**config.mk**
```make
export PLATFORM = sky130hd
export DESIGN_NAME = store_buffer
export DESIGN_NICKNAME = d
export VERILOG_FILES = /design/src/rtl/store_buffer_pkg.sv /design/src/rtl/store_buffer_cmp.sv /design/src/rtl/store_buffer.sv
export SDC_FILE = /design/constraint.sdc
export NUM_CORES = 1
export LEC_CHECK = 0
export CAP_MARGIN = 5
export CORE_MARGIN = 2
export CORE_UTILIZATION = 30
export DETAILED_ROUTE_END_ITERATION = 12
export SETUP_SLACK_MARGIN = 0.15
export SLEW_MARGIN = 20
export SYNTH_ARGS = -nofsm -noshare
export SYNTH_HDL_FRONTEND = slang
export SYNTH_HIERARCHICAL = 1
export SYNTH_SLANG_ARGS = --single-unit
```
**constraint.sdc**
```tcl
create_clock -name clk -period 8.4 [get_ports clk]
set_input_delay 1.68 -clock clk [delete_from_list [all_inputs] [get_ports clk]]
set_output_delay 1.68 -clock clk [all_outputs]
set_load 0.01 [all_outputs]
```
**src/rtl/store_buffer_pkg.sv**
```systemverilog
`default_nettype none
// ============================================================================
// Package : mem_pkg
// Purpose : Shared memory-access definitions for the store buffer and the
//           data RAM: func3 encodings, access-size decode, the store-buffer
//           entry record and load result extension.
// Revision: 1.0 - initial release
// ============================================================================
package mem_pkg;

  localparam int MEM_WA = 32;
  localparam int MEM_WD = 32;

  // Store encodings
  localparam logic [2:0] F3_SB  = 3'b000;
  localparam logic [2:0] F3_SH  = 3'b001;
  localparam logic [2:0] F3_SW  = 3'b010;
  // Load encodings
  localparam logic [2:0] F3_LB  = 3'b000;
  localparam logic [2:0] F3_LH  = 3'b001;
  localparam logic [2:0] F3_LW  = 3'b010;
  localparam logic [2:0] F3_LBU = 3'b100;
  localparam logic [2:0] F3_LHU = 3'b101;

  typedef struct packed {
    logic [MEM_WA-1:0] addr;
    logic [2:0]        func3;
    logic [MEM_WD-1:0] data;
  } sb_entry_t;

  // Access size in bytes from the low two func3 bits (bit 2 only selects
  // signedness and never changes the size).
  function automatic logic [2:0] size_bytes(input logic [1:0] size_sel);
    case (size_sel)
      2'b00:   return 3'd1;
      2'b01:   return 3'd2;
      default: return 3'd4;
    endcase
  endfunction

  // Extend the low bytes of a raw value according to the load type.
  function automatic logic [MEM_WD-1:0] load_extend(input logic [2:0]        f3,
                                                    input logic [MEM_WD-1:0] raw);
    case (f3)
      F3_LB:   return {{(MEM_WD-8){raw[7]}}, raw[7:0]};
      F3_LH:   return {{(MEM_WD-16){raw[15]}}, raw[15:0]};
      F3_LBU:  return {{(MEM_WD-8){1'b0}}, raw[7:0]};
      F3_LHU:  return {{(MEM_WD-16){1'b0}}, raw[15:0]};
      default: return raw;
    endcase
  endfunction

endpackage : mem_pkg
`default_nettype wire

```
**src/rtl/store_buffer_cmp.sv**
```systemverilog
`default_nettype none
// ============================================================================
// Module  : store_buffer_cmp
// Purpose : Combinational comparison of one buffered store against the
//           current load: byte-range overlap and (with STORE_FWD_EN) exact
//           address/size match.
// Ports   : ent_valid      - entry holds a pending store
//           ent_addr       - entry byte address
//           ent_size_sel   - entry func3[1:0]
//           ld_addr        - load byte address
//           ld_size_sel    - load func3[1:0]
//           overlap        - valid entry shares at least one byte with load
//           exact          - valid entry has same address and size (only
//                            present when STORE_FWD_EN is defined)
// Revision: 1.0 - initial release
// ============================================================================
module store_buffer_cmp
  import mem_pkg::*;
#(
  parameter int WA = 32
) (
  input  logic          ent_valid,
  input  logic [WA-1:0] ent_addr,
  input  logic [1:0]    ent_size_sel,
  input  logic [WA-1:0] ld_addr,
  input  logic [1:0]    ld_size_sel,
  output logic          overlap
`ifdef STORE_FWD_EN
  ,
  output logic          exact
`endif
);

  logic [2:0]  w_ent_size;
  logic [2:0]  w_ld_size;
  logic [WA:0] w_ent_start;
  logic [WA:0] w_ent_end;
  logic [WA:0] w_ld_start;
  logic [WA:0] w_ld_end;

  assign w_ent_size = size_bytes(ent_size_sel);
  assign w_ld_size  = size_bytes(ld_size_sel);

  // One extra bit keeps ranges near the top of the address space from
  // wrapping back to zero.
  assign w_ent_start = {1'b0, ent_addr};
  assign w_ld_start  = {1'b0, ld_addr};
  assign w_ent_end   = w_ent_start + (WA+1)'(w_ent_size) - (WA+1)'(1);
  assign w_ld_end    = w_ld_start + (WA+1)'(w_ld_size) - (WA+1)'(1);

  assign overlap = ent_valid && (w_ld_start <= w_ent_end) && (w_ent_start <= w_ld_end);

`ifdef STORE_FWD_EN
  assign exact = ent_valid && (ent_addr == ld_addr) && (w_ent_size == w_ld_size);
`endif

endmodule : store_buffer_cmp
`default_nettype wire

```
**src/rtl/store_buffer.sv**
```systemverilog
`default_nettype none
// ============================================================================
// Module  : store_buffer
// Purpose : DEPTH-entry FIFO write buffer between the memory stage and the
//           byte-addressed data RAM. Stores retire into the buffer and drain
//           to the RAM whenever no load is using the port. Loads overlapping
//           a pending store stall until the overlapping stores have drained.
//           Optional macro STORE_FWD_EN: a load whose youngest overlapping
//           store has identical address and size is served from the buffer.
// Ports   : clk, rst_n                        - clock, async active-low reset
//           StReq/StReady/StAd/StFunc3/StData - store enqueue interface
//           LdReq/LdAd/LdFunc3/LdData/LdStall - load interface
//           BufEmpty                          - no pending stores
//           Ad/RamWrite/func3/DIn/DOut        - RAM request port
// Revision: 1.0 - initial release
// ============================================================================
module store_buffer
  import mem_pkg::*;
#(
  parameter int WA    = 32,
  parameter int WD    = 32,
  parameter int DEPTH = 4
) (
  input  logic          clk,
  input  logic          rst_n,
  input  logic          StReq,
  output logic          StReady,
  input  logic [WA-1:0] StAd,
  input  logic [2:0]    StFunc3,
  input  logic [WD-1:0] StData,
  input  logic          LdReq,
  input  logic [WA-1:0] LdAd,
  input  logic [2:0]    LdFunc3,
  output logic [WD-1:0] LdData,
  output logic          LdStall,
  output logic          BufEmpty,
  output logic [WA-1:0] Ad,
  output logic          RamWrite,
  output logic [2:0]    func3,
  output logic [WD-1:0] DIn,
  input  logic [WD-1:0] DOut
);

  localparam int         PW      = $clog2(DEPTH);
  localparam logic [PW:0] C_DEPTH = (PW+1)'(DEPTH);

  sb_entry_t      mem_q [DEPTH];
  logic [PW-1:0]  head_q, head_d;
  logic [PW-1:0]  tail_q, tail_d;
  logic [PW:0]    count_q, count_d;

  logic [DEPTH-1:0] overlap;
  logic             enq;
  logic             drain;
  logic             ld_fwd;
  logic             ld_ram;
  sb_entry_t        head_ent;

  // --------------------------------------------------------------------------
  // Per-slot hazard comparison. A slot is valid when its distance from head
  // is below the occupancy count.
  // --------------------------------------------------------------------------
`ifdef STORE_FWD_EN
  logic [DEPTH-1:0] exact;
`endif

  for (genvar i = 0; i < DEPTH; i++) begin : g_cmp
    logic [PW-1:0] age;
    logic          ent_valid;

    assign age       = PW'(i) - head_q;
    assign ent_valid = ({1'b0, age} < count_q);

    store_buffer_cmp #(
      .WA (WA)
    ) u_cmp (
      .ent_valid    (ent_valid),
      .ent_addr     (mem_q[i].addr),
      .ent_size_sel (mem_q[i].func3[1:0]),
      .ld_addr      (LdAd),
      .ld_size_sel  (LdFunc3[1:0]),
      .overlap      (overlap[i])
`ifdef STORE_FWD_EN
      ,
      .exact        (exact[i])
`endif
    );
  end

  // --------------------------------------------------------------------------
  // Forwarding: only the youngest overlapping store may supply the data, and
  // only when it covers exactly the bytes the load asks for.
  // --------------------------------------------------------------------------
`ifdef STORE_FWD_EN
  logic [PW-1:0] y_idx;
  logic          y_found;

  always_comb begin
    y_idx   = head_q;
    y_found = 1'b0;
    // Walk oldest to youngest so the last hit is the youngest.
    for (int k = 0; k < DEPTH; k++) begin
      if (overlap[head_q + PW'(k)]) begin
        y_idx   = head_q + PW'(k);
        y_found = 1'b1;
      end
    end
  end

  assign ld_fwd = y_found && exact[y_idx];
  assign LdData = ld_fwd ? load_extend(LdFunc3, mem_q[y_idx].data) : DOut;
`else
  assign ld_fwd = 1'b0;
  assign LdData = DOut;
`endif

  // --------------------------------------------------------------------------
  // RAM port arbitration: an unstalled RAM load owns the port, otherwise the
  // head entry drains. A forwarded load does not need the port.
  // --------------------------------------------------------------------------
  assign LdStall  = LdReq && (|overlap) && !ld_fwd;
  assign ld_ram   = LdReq && !LdStall && !ld_fwd;
  assign drain    = !ld_ram && (count_q != '0);
  assign head_ent = mem_q[head_q];

  assign RamWrite = drain;
  assign Ad       = drain ? head_ent.addr  : LdAd;
  assign func3    = drain ? head_ent.func3 : LdFunc3;
  assign DIn      = head_ent.data;

  assign StReady  = (count_q < C_DEPTH);
  assign BufEmpty = (count_q == '0);
  assign enq      = StReq && StReady;

  // --------------------------------------------------------------------------
  // Pointer and occupancy update
  // --------------------------------------------------------------------------
  always_comb begin
    head_d  = head_q;
    tail_d  = tail_q;
    count_d = count_q;
    if (enq) begin
      tail_d = tail_q + PW'(1);
    end
    if (drain) begin
      head_d = head_q + PW'(1);
    end
    case ({enq, drain})
      2'b10:   count_d = count_q + (PW+1)'(1);
      2'b01:   count_d = count_q - (PW+1)'(1);
      default: count_d = count_q;
    endcase
  end

  always_ff @(posedge clk or negedge rst_n) begin
    if (!rst_n) begin
      head_q  <= '0;
      tail_q  <= '0;
      count_q <= '0;
    end else begin
      head_q  <= head_d;
      tail_q  <= tail_d;
      count_q <= count_d;
    end
  end

  // Entry storage carries no reset: contents are qualified by count_q.
  always_ff @(posedge clk) begin
    if (enq) begin
      mem_q[tail_q] <= {StAd, StFunc3, StData};
    end
  end

endmodule : store_buffer
`default_nettype wire

```
[Yosys cells after proc, flatten, opt, wreduce, memory -nomap -nowiden]
Memories as Yosys holds them, arrays and structs flattened.
Cells that the tools add are included.
Operators by class
  mux-type cells: 10
  equal/unequal tests: 7
  magnitude comparators: 13
  reductions and logical operators: 23
  add/subtract/negate cells: 18
Operators with widths (count)
  $le A32 B33 Y1: 8
  $add A32 B3 Y33: 5
  $sub A33 B1 Y33 const B: 5
  $pmux W3 S2: 6
  $mux W32: 1
  $eq A2 B1 Y1 const B: 6
  $logic_and A1 B1 Y1: 12
  $lt A2 B3 Y1: 4
  $logic_not A2 Y1: 5
  $add A2 B1 Y2 const B: 2
  $reduce_or A4 Y1: 1
  $sub A1 B2 Y2 const A: 2
  $sub A2 B2 Y2 const A: 2
  $add A3 B1 Y3 const B: 1
  $logic_not A3 Y1: 1
  $lt A3 B3 Y1 const B: 1
  $mux W3: 1
  $reduce_bool A3 Y1: 1
  $sub A3 B1 Y3 const B: 1
  $eq A2 B2 Y1 const B: 1
  $logic_not A1 Y1: 2
  $mux W1: 2
  $reduce_bool A2 Y1: 1
Storage, ports and cells
  word-level logic and storage cells: 75
  register bits after elaboration: 7
  output and inout bits: 103
  input bits: 138
  bits in writable memories: 268
  memories kept: 1
Memory list
  mem_q: words 4, bits a word 67, rd ports 5, clocked after Yosys merged registers in 0, wr ports 1, line store_buffer.sv:47  | sb_entry_t mem_q [DEPTH];

[Depth between registers and ports, before layout]
Gate-level depths: netlist of run 1.
An unclocked memory read counts as a cell.
  depth after elaboration: 16
  depth in mapped cells: 34
  mapped depth without buffers: 33

[By module]
Netlist of run 1, hierarchy kept.
Modules (own cells, without submodules)
  store_buffer: area an instance 11074.4 sq um, cells an instance 480, sequential area each 8222.9 sq um, times used 1
  store_buffer_cmp at g_cmp[0].u_cmp: area an instance 5003.5 sq um, cells an instance 696, sequential area each 0.0 sq um, times used 1
  store_buffer_cmp at g_cmp[1].u_cmp: area an instance 4964.8 sq um, cells an instance 686, sequential area each 0.0 sq um, times used 1
  store_buffer_cmp at g_cmp[3].u_cmp: area an instance 4938.5 sq um, cells an instance 698, sequential area each 0.0 sq um, times used 1
  store_buffer_cmp at g_cmp[2].u_cmp: area an instance 4822.1 sq um, cells an instance 674, sequential area each 0.0 sq um, times used 1

[Least setup slack after synthesis of run 1]
No wires, ideal clock.
  kind: input -> output
  start point: in LdFunc3[1]
  end point: out Ad[25]
  arrival: 7.087 ns
  cell stages on the path: 29
  buffers on the path: 1
  slack: -0.367 ns
  data required time: 6.720 ns
  cell sequence: inv_1 > nand2_1 > ha_1 > inv_1 > ha_1 > fa_1 > a21o_1 > a221oi_2 > a221oi_1 > o21a_1 > o21ai_0 > nand2b_1 > a21o_1 > a21oi_1 > xor2_1 > ha_1 > a21o_1 > a21oi_1 > nor2_1 > o31a_1 > a2111oi_0 > o211ai_1 > and3_1 > a211o_1 > a31oi_1 > nor4_4 > a21oi_4 > buf_6 > mux2_4
Between the ends
  cells in the longest elaborated chain, start to end: 13
  elaborated cells between the ends (all ways): 20
  those cells by class: add/sub (2); order compare (4); eq/ne (1); mux (2); reduce/logical (11)
Ends and longest elaborated chain
  start, declared: line store_buffer.sv:33  | input logic [2:0] LdFunc3,
  $eq A2 B1 Y1 / $logic_not A2 Y1 (equally long branches): line store_buffer_pkg.sv:34  | case (size_sel)
  $pmux W3 S2 *: line store_buffer_pkg.sv:34
  $add A32 B3 Y33 *: line store_buffer_cmp.sv:49  | assign w_ld_end = w_ld_start + (WA+1)'(w_ld_size) - (WA+1)'(1);
  $sub A33 B1 Y33 *: line store_buffer_cmp.sv:49
  $le A32 B33 Y1 *: line store_buffer_cmp.sv:51  | assign overlap = ent_valid && (w_ld_start <= w_ent_end) && (w_ent_start <= w_ld_end);
  $logic_and A1 B1 Y1 *: line store_buffer_cmp.sv:51
  via overlap[1]: line store_buffer.sv:52  | logic [DEPTH-1:0] overlap;
  $reduce_or A4 Y1 *: line store_buffer.sv:121  | assign LdStall = LdReq && (|overlap) && !ld_fwd;
  $logic_and A1 B1 Y1 *: line store_buffer.sv:121
  $logic_not A1 Y1 *: line store_buffer.sv:122  | assign ld_ram = LdReq && !LdStall && !ld_fwd;
  $logic_and A1 B1 Y1 *: line store_buffer.sv:122
  $logic_not A1 Y1 *: line store_buffer.sv:123  | assign drain = !ld_ram && (count_q != '0);
  $logic_and A1 B1 Y1 *: line store_buffer.sv:123
  via RamWrite: line store_buffer.sv:38  | output logic RamWrite,
  $mux W32 *: line store_buffer.sv:127  | assign Ad = drain ? head_ent.addr : LdAd;
  end, declared: line store_buffer.sv:37  | output logic [WA-1:0] Ad,
Mark *: on every way through the listed nets, which the timed path passes. The rest lies on a longest branch.

[Worst setup path after layout of run 1]
  start point: in LdAd[0]
  end point: out Ad[12]
Between the ends
  cells in the longest elaborated chain, start to end: 11
  elaborated cells between the ends (all ways): 25
  those cells by class: add/sub (2); order compare (8); mux (1); reduce/logical (14)
Ends and longest elaborated chain
  start, declared: line store_buffer.sv:32  | input logic [WA-1:0] LdAd,
  $add A32 B3 Y33: line store_buffer_cmp.sv:49
  $sub A33 B1 Y33: line store_buffer_cmp.sv:49
  $le A32 B33 Y1: line store_buffer_cmp.sv:51
  $logic_and A1 B1 Y1 *: line store_buffer_cmp.sv:51
  via overlap[1]: line store_buffer.sv:52
  $reduce_or A4 Y1 *: line store_buffer.sv:121
  $logic_and A1 B1 Y1 *: line store_buffer.sv:121
  $logic_not A1 Y1 *: line store_buffer.sv:122
  $logic_and A1 B1 Y1 *: line store_buffer.sv:122
  $logic_not A1 Y1 *: line store_buffer.sv:123
  $logic_and A1 B1 Y1 *: line store_buffer.sv:123
  $mux W32 *: line store_buffer.sv:127
Marked as above.

==> metrics.md, run 1 <==
| Metric | Value |
|---|---|
| Clock power share | `0.169` |
| Grt ovf | `0` |
| Nets | `4,621` |
| Die Width | `324.4 um` |
| Main synth FF type | `edfxtp_1` |
| Most numerous cell in the Yosys netlist | `ha_1` |
| Final cell count without fillers | `5,333` |
| Power, Total | `0.009213 W` |
| Vias in the first global route | `27,220` |
| Status | `finished, violations left` |
| Min Clock Period, post-route | `9.742 ns` |
| Tot GR Track Use | `0.2065` |
| Number of synthesized register bits | `275` |
| Number of fillers in the final layout | `10,110` |
| CTS tree | `done` |
| Switching Fraction | `0.4037` |
| Failing checks | `negative setup slack` |
| DR vias/cell | `5.198` |
| EDFF count, synth | `268` |
| RSZ-0062 raised after global routing | `yes` |
| Final TNS setup | `-41.34 ns` |
| Yosys cell types | `103` |
| Post-synthesis sequential area ratio | `0.2669` |
| Fmax | `0.1026 GHz` |
| Row Count | `117` |
| Max-cap viol count | `0` |
| Final Core Density | `0.3941` |
| Async SR Flop Fraction | `0.02545` |
| Die H | `324.4 um` |
| Area share of the largest cell type after synthesis | `0.2613` |
| CTS max path bufs | `3` |
| Hold Fails Final Rpt | `0` |
| First DRT Iteration DRCs | `2,084` |
| # setup viols final | `37` |
| CP Data Required Time | `6.72 ns` |
| Worst relative slew slack | `0.3580` |
| Post-Place Setup Slack | `-1.777 ns` |
| Internal | `0.005493 W` |
| Largest net degree at the start of global routing | `42` |
| Initial core utilization | `0.3028` |
| Tightest Hold Check Type | `flip-flop to flip-flop` |
| Leak | `18.58 nW` |
| Final Max Slew Viols | `0` |
| Crit-path slowest cell | `o21ai_0` |
| Clock Tree Root | `clkbuf_16` |
| Arrival time worst endpoint | `8.06 ns` |
| Clock buffer count from CTS | `36` |
| Initial antenna violation count | `2` |
| Worst vdd rail ir drop | `214.3 uV` |
| Drc violations | `0` |
| Most used cell, CP | `buf_4` |
| Post-DP HPWL | `89.40 mm` |
| Mapped Avg Cell Area | `9.525 um2` |
| First-pass GRT wire length | `166.2 mm` |
| Commonest cells post-synth | `537 x ha_1, 425 x inv_1, 290 x a21oi_1` |
| Power per cell area | `229.8 mW/mm2` |
| I/O Buffers | `176` |
| Power share of the combinational group | `0.612` |
| Latest clock arrival within the worst-skew pair | `0.59 ns` |
| Clk sinks | `275` |
| Layout overhead on the synthesized area | `30.16%` |
| First drt pass iteration count | `6` |
| Worst setup margin | `-1.342 ns` |
| Net Count, Synth | `3,918` |
| Share of layout cells above drive strength 1 | `0.2243` |
| Total Wirelength | `111.3 mm` |
| Synth top area cells | `edfxtp_1 26%, ha_1 22%, inv_1 5.2%, a21oi_1 4.7%, mux4_2 4.6%` |
| Slew at the pin with the worst max-slew slack | `0.9630 ns` |
| Crit path capture type | `primary output` |
| Sequential share of power | `0.219` |
| Synth Instances | `3,234` |
| DIE AREA | `0.1053 mm2` |
| Sw Pwr | `0.003720 W` |
| H-tree levels | `2` |
| Placed Cells | `5,211` |
| Vias | `27,720` |
| Synth warn | `6` |
| Final Cycle Share | `1.160` |
| Io pins | `241` |
| Core box area | `0.1017 mm2` |
| Gpl congestion | `0.9873` |
| Clk slew on worst S/H paths | `0.06 ns` |
| Critical path class | `input port to primary output` |
| Worst clock skew | `0.02506 ns` |
| Hold_buf cts | `0` |
| Post-synth design cell area | `0.03080 mm2` |
| Max incr delay on CP | `0.64 ns` |
| CP max FO | `5` |
| Post-route ant nets | `0` |
| Synth area leader | `edfxtp_1` |
| Routed wire length per instance | `20.86 um` |
| CP Launch Type | `input port` |
metal layers:
metal	track usage	vias up	share of wire	routed length [um]
li1	-	13400	-	-
met1	0.2758	13300	0.44	48920
met2	0.3357	842	0.45	50240
met3	0.03212	172	0.068	7517
met4	0.07654	2	0.041	4573
met5	0	-	0.00014	16
power by group through the flow:
stage                     Clock (W)  Combinational, W  Sequential (W)
final                       0.00155           0.00564         0.00202
after global routing        0.00164           0.00615         0.00204
after CTS                   0.00159           0.00563         0.00202
after detailed placement          0           0.00516         0.00204
after global placement            0           0.00512         0.00204
after floorplan                   0           0.00337         0.00184
worst max-delay path: cells and delay by family:
kind	cells	cell delay, ns
AND/OR/NAND/NOR	2	0.62
buffers and inverters	27	3.46
multiplexers	1	0.29
adder cells (fa/ha/maj)	1	0.24
AO/OA/AOI/OAI	7	1.72
sequential cells by signal, indices dropped and copies added, names as in the netlist:
| register | cells |
|---|---|
| count_q | 3 |
| mem_q | 268 |
| tail_q | 2 |
| head_q | 2 |
metrics by stage:
step                hold slack (ns)  cell area (um2)
floorplan                    0.4899            30910
global placement             0.5180            38010
detailed placement           0.5224            38010
CTS                          0.5336            40010
global route                 0.5673            40090
finish                       0.5243            40090
cell type report:
| class | instances | area (um2) | share of cell area |
|---|---|---|---|
| Timing Repair Buffer | 738 | 6580 | 0.1641 |
| Tap cell | 1368 | 1712 | 0.04269 |
| Clock inverter | 22 | 219.0 | 0.005461 |
| Inverter | 425 | 1608 | 0.04010 |
| Antenna cell | 2 | 5.005 | 0.0001248 |
| Clock buffer | 42 | 944.7 | 0.02356 |
| Multi-Input combinational cell | 2461 | 20790 | 0.5186 |
| Sequential cell | 275 | 8230 | 0.2053 |
repair_timing:
action / 4_1_cts / 5_1_grt
gates cloned: 4 / 0
pin swaps: 39 / 8
buffers inserted: 49 / 3
gates resized for setup: 259 / 11
setup endpoints to repair: 37 / 39
cells in the final DEF (no fill, tap or decap), types with 55 or more instances in the layout:
cell	synthesis	routed
a21o_1	167	166
a21oi_1	290	286
buf_4	37	505
clkdlybuf4s50_1	0	134
edfxtp_1	268	268
ha_1	537	530
inv_1	425	422
mux4_2	63	63
nand2_1	151	150
nand3_1	59	59
nand4_1	76	76
nor2_1	136	133
o21ai_0	144	138
o21bai_1	55	55
xnor2_1	117	117
xor2_1	101	101
worst paths after layout:
path | start | to | slack [ns] | depth (start not counted)
max | LdAd[0] | Ad[12] | -1.34 | 38
min | count_q[1]$_DFFE_PN0P_ | count_q[1]$_DFFE_PN0P_ | 0.52 | 2
max reg2reg | mem_q[1][33]$_DFFE_PP_ | count_q[2]$_DFFE_PN0P_ | 0.56 | 37
min reg2reg | count_q[1]$_DFFE_PN0P_ | count_q[1]$_DFFE_PN0P_ | 0.52 | 2
max in group asynchronous | rst_n | head_q[0]$_DFFE_PN0N_ | 6.73 | 1
min in group asynchronous | rst_n | count_q[1]$_DFFE_PN0P_ | 1.38 | 1
cells by family after synthesis:
kind of cell    Yosys count  synth area share
flops                   275            0.2669
fa+ha+maj               546            0.2240
compound gates          926            0.2002
simple gates            665            0.1111
mux                     106           0.06739
xor+xnor                218           0.06198
buf+inv                 498           0.06848
Note: power is estimated with default switching activity, not from simulation.
==> run 2: changes to the inputs <==
--- a/config.mk
+++ b/config.mk
@@ -6,6 +6,7 @@
 export NUM_CORES = 1
 export LEC_CHECK = 0
 export CAP_MARGIN = 5
+export CORE_ASPECT_RATIO = 0.5
 export CORE_MARGIN = 2
 export CORE_UTILIZATION = 30
 export DETAILED_ROUTE_END_ITERATION = 12
==> run 2 against run 1 <==
Compared with the run above:
- final cell count shrank 0.21%
- clock skew grew 0.014 ns
- clock-buffer cell count down 9
- clock power down 14%
- the run still ends with negative setup slack left
- design area is 0.74% lower
- sequential power down 2%
- largest cell class unchanged
- flip-flop and latch count unchanged
==> metrics.md, run 2 (same netlist as run 1, synthesis figures left out) <==
| Metric | Value |
|---|---|
| Status | `finished, violations left` |
| Failing checks | `negative setup slack` |
| Final Core Density | `0.3894` |
| DIE AREA | `0.1054 mm2` |
| Hold_buf cts | `0` |
| Vias in the first global route | `27,340` |
| Core box area | `0.1022 mm2` |
| Max-cap viol count | `0` |
| Final Max Slew Viols | `0` |
| Arrival time worst endpoint | `7.96 ns` |
| Hold Path Sink | `count_q[1]$_DFFE_PN0P_` |
| Max FFs per register | `268` |
| Worst clock skew | `0.03883 ns` |
| Biggest register | `mem_q` |
| Reg2Reg Capture Point | `count_q[2]$_DFFE_PN0P_` |
| Placed Cells | `5,225` |
| Die H | `230.6 um` |
| Layout overhead on the synthesized area | `29.19%` |
| CTS max path bufs | `3` |
| Total Wirelength | `113.5 mm` |
| Power per cell area | `229.4 mW/mm2` |
| R2R depth | `38` |
| First drt pass iteration count | `8` |
| Leading cell types in the layout, fill and taps excluded | `529 x ha_1, 529 x buf_4, 420 x inv_1` |
| CP max FO | `5` |
| Worst setup margin | `-1.244 ns` |
| Final Cycle Share | `1.148` |
| First DRT Iteration DRCs | `2,115` |
| # setup viols final | `37` |
| Share of layout cells above drive strength 1 | `0.2269` |
| Hold depth | `2` |
| Worst relative slew slack | `0.2850` |
| Largest net degree at the start of global routing | `61` |
| Drc violations | `0` |
| Tot GR Track Use | `0.2094` |
| Critical path class | `input port to primary output` |
| First-pass GRT wire length | `168.4 mm` |
| Latest clock arrival within the worst-skew pair | `0.64 ns` |
| DR vias/cell | `5.255` |
| Worst vdd rail ir drop | `140.8 uV` |
| N_diodes | `0` |
| Crit path capture type | `primary output` |
| Clock buffer count from CTS | `30` |
| Row Count | `83` |
| Io pins | `241` |
| Hold wc startpoint | `count_q[1]$_DFFE_PN0P_` |
| CP Launch Type | `input port` |
| Initial core utilization | `0.3014` |
| H-tree levels | `1` |
| Post-route ant nets | `0` |
| Most used cell, CP | `buf_6` |
| Nets | `4,623` |
| CTS tree | `done` |
| Routed wire length per instance | `21.33 um` |
| Vias | `27,970` |
| Min Clock Period, post-route | `9.644 ns` |
| Gpl congestion | `1.005` |
| Clk sinks | `275` |
| Crit-path slowest cell | `nor4_4` |
| Hold Fails Final Rpt | `0` |
| Fmax | `0.1037 GHz` |
| Leak | `18.43 nW` |
| Reg-to-reg critical path startpoint | `mem_q[1][33]$_DFFE_PP_` |
| Max incr delay on CP | `0.41 ns` |
| Tightest Hold Check Type | `flip-flop to flip-flop` |
| Grt ovf | `0` |
| Final cell count without fillers | `5,322` |
| I/O Buffers | `176` |
| Initial antenna violation count | `5` |
| Clk slew on worst S/H paths | `0.06 ns` |
| RSZ-0062 raised after global routing | `yes` |
| Clock Tree Root | `clkbuf_16` |
| R2R Setup Slk | `0.54 ns` |
| WHS | `0.5728 ns` |
| Number of fillers in the final layout | `10,210` |
| Biggest registers after layout | `mem_q (268), count_q (3)` |
| CP Data Required Time | `6.72 ns` |
| Slew at the pin with the worst max-slew slack | `1.073 ns` |
| Die Width | `457.2 um` |
| Final TNS setup | `-41.47 ns` |
| Post-DP HPWL | `91.85 mm` |
-- run 2: worst max path at each step --
stage,slack (ns),to,cells past startpoint,from
2_1_floorplan,0.15,Ad[10],29,LdFunc3[1]
3_3_place_gp,-2.67,Ad[28],30,LdFunc3[0]
3_5_place_dp,-2.72,Ad[30],30,LdFunc3[0]
4_1_cts,-1.22,Ad[29],37,LdFunc3[1]
5_1_grt,-1.44,Ad[29],39,LdFunc3[1]
6_report,-1.24,Ad[29],36,LdFunc3[1]
-- run 2: cell type report --
| type | instances | area [um2] | area share |
|---|---|---|---|
| clock inverters | 22 | 201.4 | 0.005062 |
| inverters | 425 | 1608 | 0.04040 |
| repair buffers | 746 | 6369 | 0.1600 |
| clock buffers | 33 | 762.0 | 0.01915 |
| multi-input cells | 2461 | 20920 | 0.5258 |
| flip-flops and latches | 275 | 8230 | 0.2068 |
| well taps | 1360 | 1702 | 0.04276 |
-- run 2: metal layers --
layer | track usage | share of wire | vias up
li1 | - | - | 13390
met1 | 0.2914 | 0.46 | 13680
met2 | 0.3416 | 0.45 | 756
met3 | 0.02764 | 0.062 | 136
met4 | 0.05433 | 0.028 | 6
met5 | 0 | 0.00036 | -
-- run 2: critical path: cells and delay by family --
family          cells  cell delay (ns)
mux                 1             0.29
compound gates     12             2.42
fa+ha+maj           4             1.10
buf+inv            12             1.32
simple gates        6             1.03
xor+xnor            1             0.10
-- run 2: through the flow --
step	cell area, um2	total power, W	setup slack, ns
6_report	39790	0.009128	-1.244
5_1_grt	39790	0.009686	-1.440
4_1_cts	39600	0.009064	-1.222
3_5_place_dp	37900	0.007355	-2.715
3_3_place_gp	37900	0.007269	-2.671
2_1_floorplan	30910	0.005208	0.1481
-- run 2: timing repair --
item                                    4_1_cts  5_1_grt
endpoints found under the setup margin       40       39
gates resized for setup                     275       26
pin swaps                                    41       24
cloned                                        5        0
buffers inserted                             30        6
-- run 2: power by group --
group | total [W] | switching, W | internal, W
combinational | 0.00582 | 0.00292 | 0.00290
clock | 0.00133 | 0.000610 | 0.000721
sequential | 0.00198 | 0.000249 | 0.00173
==> run 3: changes to the inputs <==
--- a/config.mk
+++ b/config.mk
@@ -11,6 +11,7 @@
 export CORE_UTILIZATION = 30
 export DETAILED_ROUTE_END_ITERATION = 12
 export SETUP_SLACK_MARGIN = 0.15
+export SKIP_LAST_GASP = 1
 export SLEW_MARGIN = 20
 export SYNTH_ARGS = -nofsm -noshare
 export SYNTH_HDL_FRONTEND = slang
==> run 3 against run 2 <==
Compared with the run above:
- the flow still finishes with violations (negative setup slack)
- design area barely moved
- flip-flop and latch count unchanged
- die area is the same
- total power barely moved
- critical endpoint unchanged
- highest routed layer unchanged
==> metrics.md, run 3 (same netlist as run 1, synthesis figures left out) <==
| Metric | Value |
|---|---|
| Initial antenna violation count | `4` |
| Internal | `0.005357 W` |
| Vias | `28,090` |
| Biggest register | `mem_q` |
| Clk slew on worst S/H paths | `0.06 ns` |
| Switching Fraction | `0.4135` |
| Crit-path slowest cell | `nor4_4` |
| Leading cell types in the layout, fill and taps excluded | `529 x ha_1, 529 x buf_4, 420 x inv_1` |
| Final Cycle Share | `1.147` |
| First-pass GRT wire length | `168.4 mm` |
| CP Data Required Time | `6.72 ns` |
| Initial core utilization | `0.3014` |
| Clock Tree Root | `clkbuf_16` |
| Sequential share of power | `0.217` |
| Grt ovf | `0` |
| Max-cap viol count | `0` |
| CTS tree | `done` |
| Leak | `18.44 nW` |
| Status | `finished, violations left` |
| Layout overhead on the synthesized area | `29.26%` |
| Vias in the first global route | `27,330` |
| Crit path capture type | `primary output` |
| Buf/Inv on CP | `12` |
| Slew at the pin with the worst max-slew slack | `1.072 ns` |
| Power share of the combinational group | `0.638` |
| Final TNS setup | `-41.96 ns` |
| Worst relative slew slack | `0.2851` |
| CP Launch Type | `input port` |
| Post-DP HPWL | `91.85 mm` |
| Clock power share | `0.146` |
| R2R Setup Slk | `0.33 ns` |
| Routed wire length per instance | `21.31 um` |
| Biggest registers after layout | `mem_q (268), count_q (3)` |
| Most used cell, CP | `buf_6` |
| Placed Cells | `5,225` |
| Fmax | `0.1038 GHz` |
| DIE AREA | `0.1054 mm2` |
| Crit path max-delay family | `compound AO/OA/AOI/OAI gates` |
| First drt pass iteration count | `5` |
| Worst clock skew | `0.03757 ns` |
| Latest clock arrival within the worst-skew pair | `0.64 ns` |
| Die H | `230.6 um` |
| Critical path class | `input port to primary output` |
| CP max FO | `5` |
| Final cell count without fillers | `5,324` |
| H-tree levels | `1` |
| Max FFs per register | `268` |
| Failing checks | `negative setup slack` |
| Number of fillers in the final layout | `10,210` |
| Gpl congestion | `1.005` |
| Min Clock Period, post-route | `9.634 ns` |
| I/O Buffers | `176` |
| Drc violations | `0` |
| Post-Place Setup Slack | `-2.715 ns` |
| Clk sinks | `275` |
| RSZ-0062 raised after global routing | `yes` |
| Share of layout cells above drive strength 1 | `0.2273` |
| N_diodes | `0` |
| Hold wc startpoint | `count_q[1]$_DFFE_PN0P_` |
| Hold_buf cts | `0` |
| Nets | `4,625` |
| Final Max Slew Viols | `0` |
| Power per cell area | `229.4 mW/mm2` |
| Worst setup margin | `-1.234 ns` |
| # setup viols final | `37` |
| DR vias/cell | `5.276` |
| Worst setup path startpoint | `LdFunc3[1]` |
| Largest net degree at the start of global routing | `61` |
| Final Core Density | `0.3896` |
| Row Count | `83` |
| Total Wirelength | `113.4 mm` |
| Reg-to-reg critical path startpoint | `mem_q[1][33]$_DFFE_PP_` |
| Worst vdd rail ir drop | `140.9 uV` |
| Post-route ant nets | `0` |
| Io pins | `241` |
| Max incr delay on CP | `0.41 ns` |
| First DRT Iteration DRCs | `2,279` |
| Tot GR Track Use | `0.2094` |
| Clock buffer count from CTS | `30` |
| Tightest Hold Check Type | `flip-flop to flip-flop` |
| CTS max path bufs | `3` |
| Die Width | `457.2 um` |
| Arrival time worst endpoint | `7.95 ns` |
| Hold Fails Final Rpt | `0` |
| Core box area | `0.1022 mm2` |
| Sw Pwr | `0.003777 W` |
==> run 3: area by class of cell <==
type,instances,area [um2],area share
inverter,425,1608,0.04038
multi-input combinational,2461,20910,0.5252
timing repair buffer,748,6400,0.1607
clock inverter,22,201.4,0.005059
clock buffer,33,762.0,0.01914
tap,1360,1702,0.04274
sequential,275,8230,0.2067
==> run 3: power by group through the flow <==
stage	logic [W]	clock network [W]	registers, W
after floorplan	0.00337	0	0.00184
after global placement	0.00526	0	0.00200
after detailed placement	0.00534	0	0.00201
after CTS	0.00567	0.00136	0.00198
after global routing	0.00628	0.00141	0.00200
final	0.00582	0.00133	0.00198
==> run 3: timing repair <==
item / in CTS / in global routing
pin swaps: 41 / 24
setup endpoints to repair: 40 / 39
resized for setup: 263 / 38
buffers inserted: 30 / 8
gates cloned: 5 / 0
==> run 3: final timing paths <==
path,endpoint,cells after the start
worst max-delay path,Ad[29],36
worst min-delay path,count_q[1]$_DFFE_PN0P_,2
worst max register to register,count_q[2]$_DFFE_PN0P_,40
worst min register to register,count_q[1]$_DFFE_PN0P_,2
max in group asynchronous,head_q[1]$_DFFE_PN0N_,1
min in group asynchronous,count_q[2]$_DFFE_PN0P_,1
==> run 3: stage by stage <==
stage               instance area (um2)  hold WS, ns  total power [W]
floorplan                         30910       0.4899         0.005208
global placement                  37900       0.5064         0.007269
detailed placement                37900       0.5598         0.007355
CTS                               39540       0.5745         0.009016
global route                      39820       0.5967         0.009697
finish                            39820       0.5605         0.009134
==> run 3: worst register-to-register path: cells and delay by family, from the launching register on <==
family	cells	cell delay, ns
muxes	1	0.32
AOI/OAI and AO/OA	13	3.19
adders and majority gates	6	1.82
xor gates and xnor gates	2	0.28
and+or+nand+nor	5	0.47
buffers and inverters	13	1.52
DFF	1	0.41
==> run 3: per-layer routing <==
metal / global-route usage / share of wire
met5: 0 / 0.00024
met4: 0.05401 / 0.029
met3: 0.02649 / 0.063
met2: 0.3417 / 0.45
met1: 0.2921 / 0.46
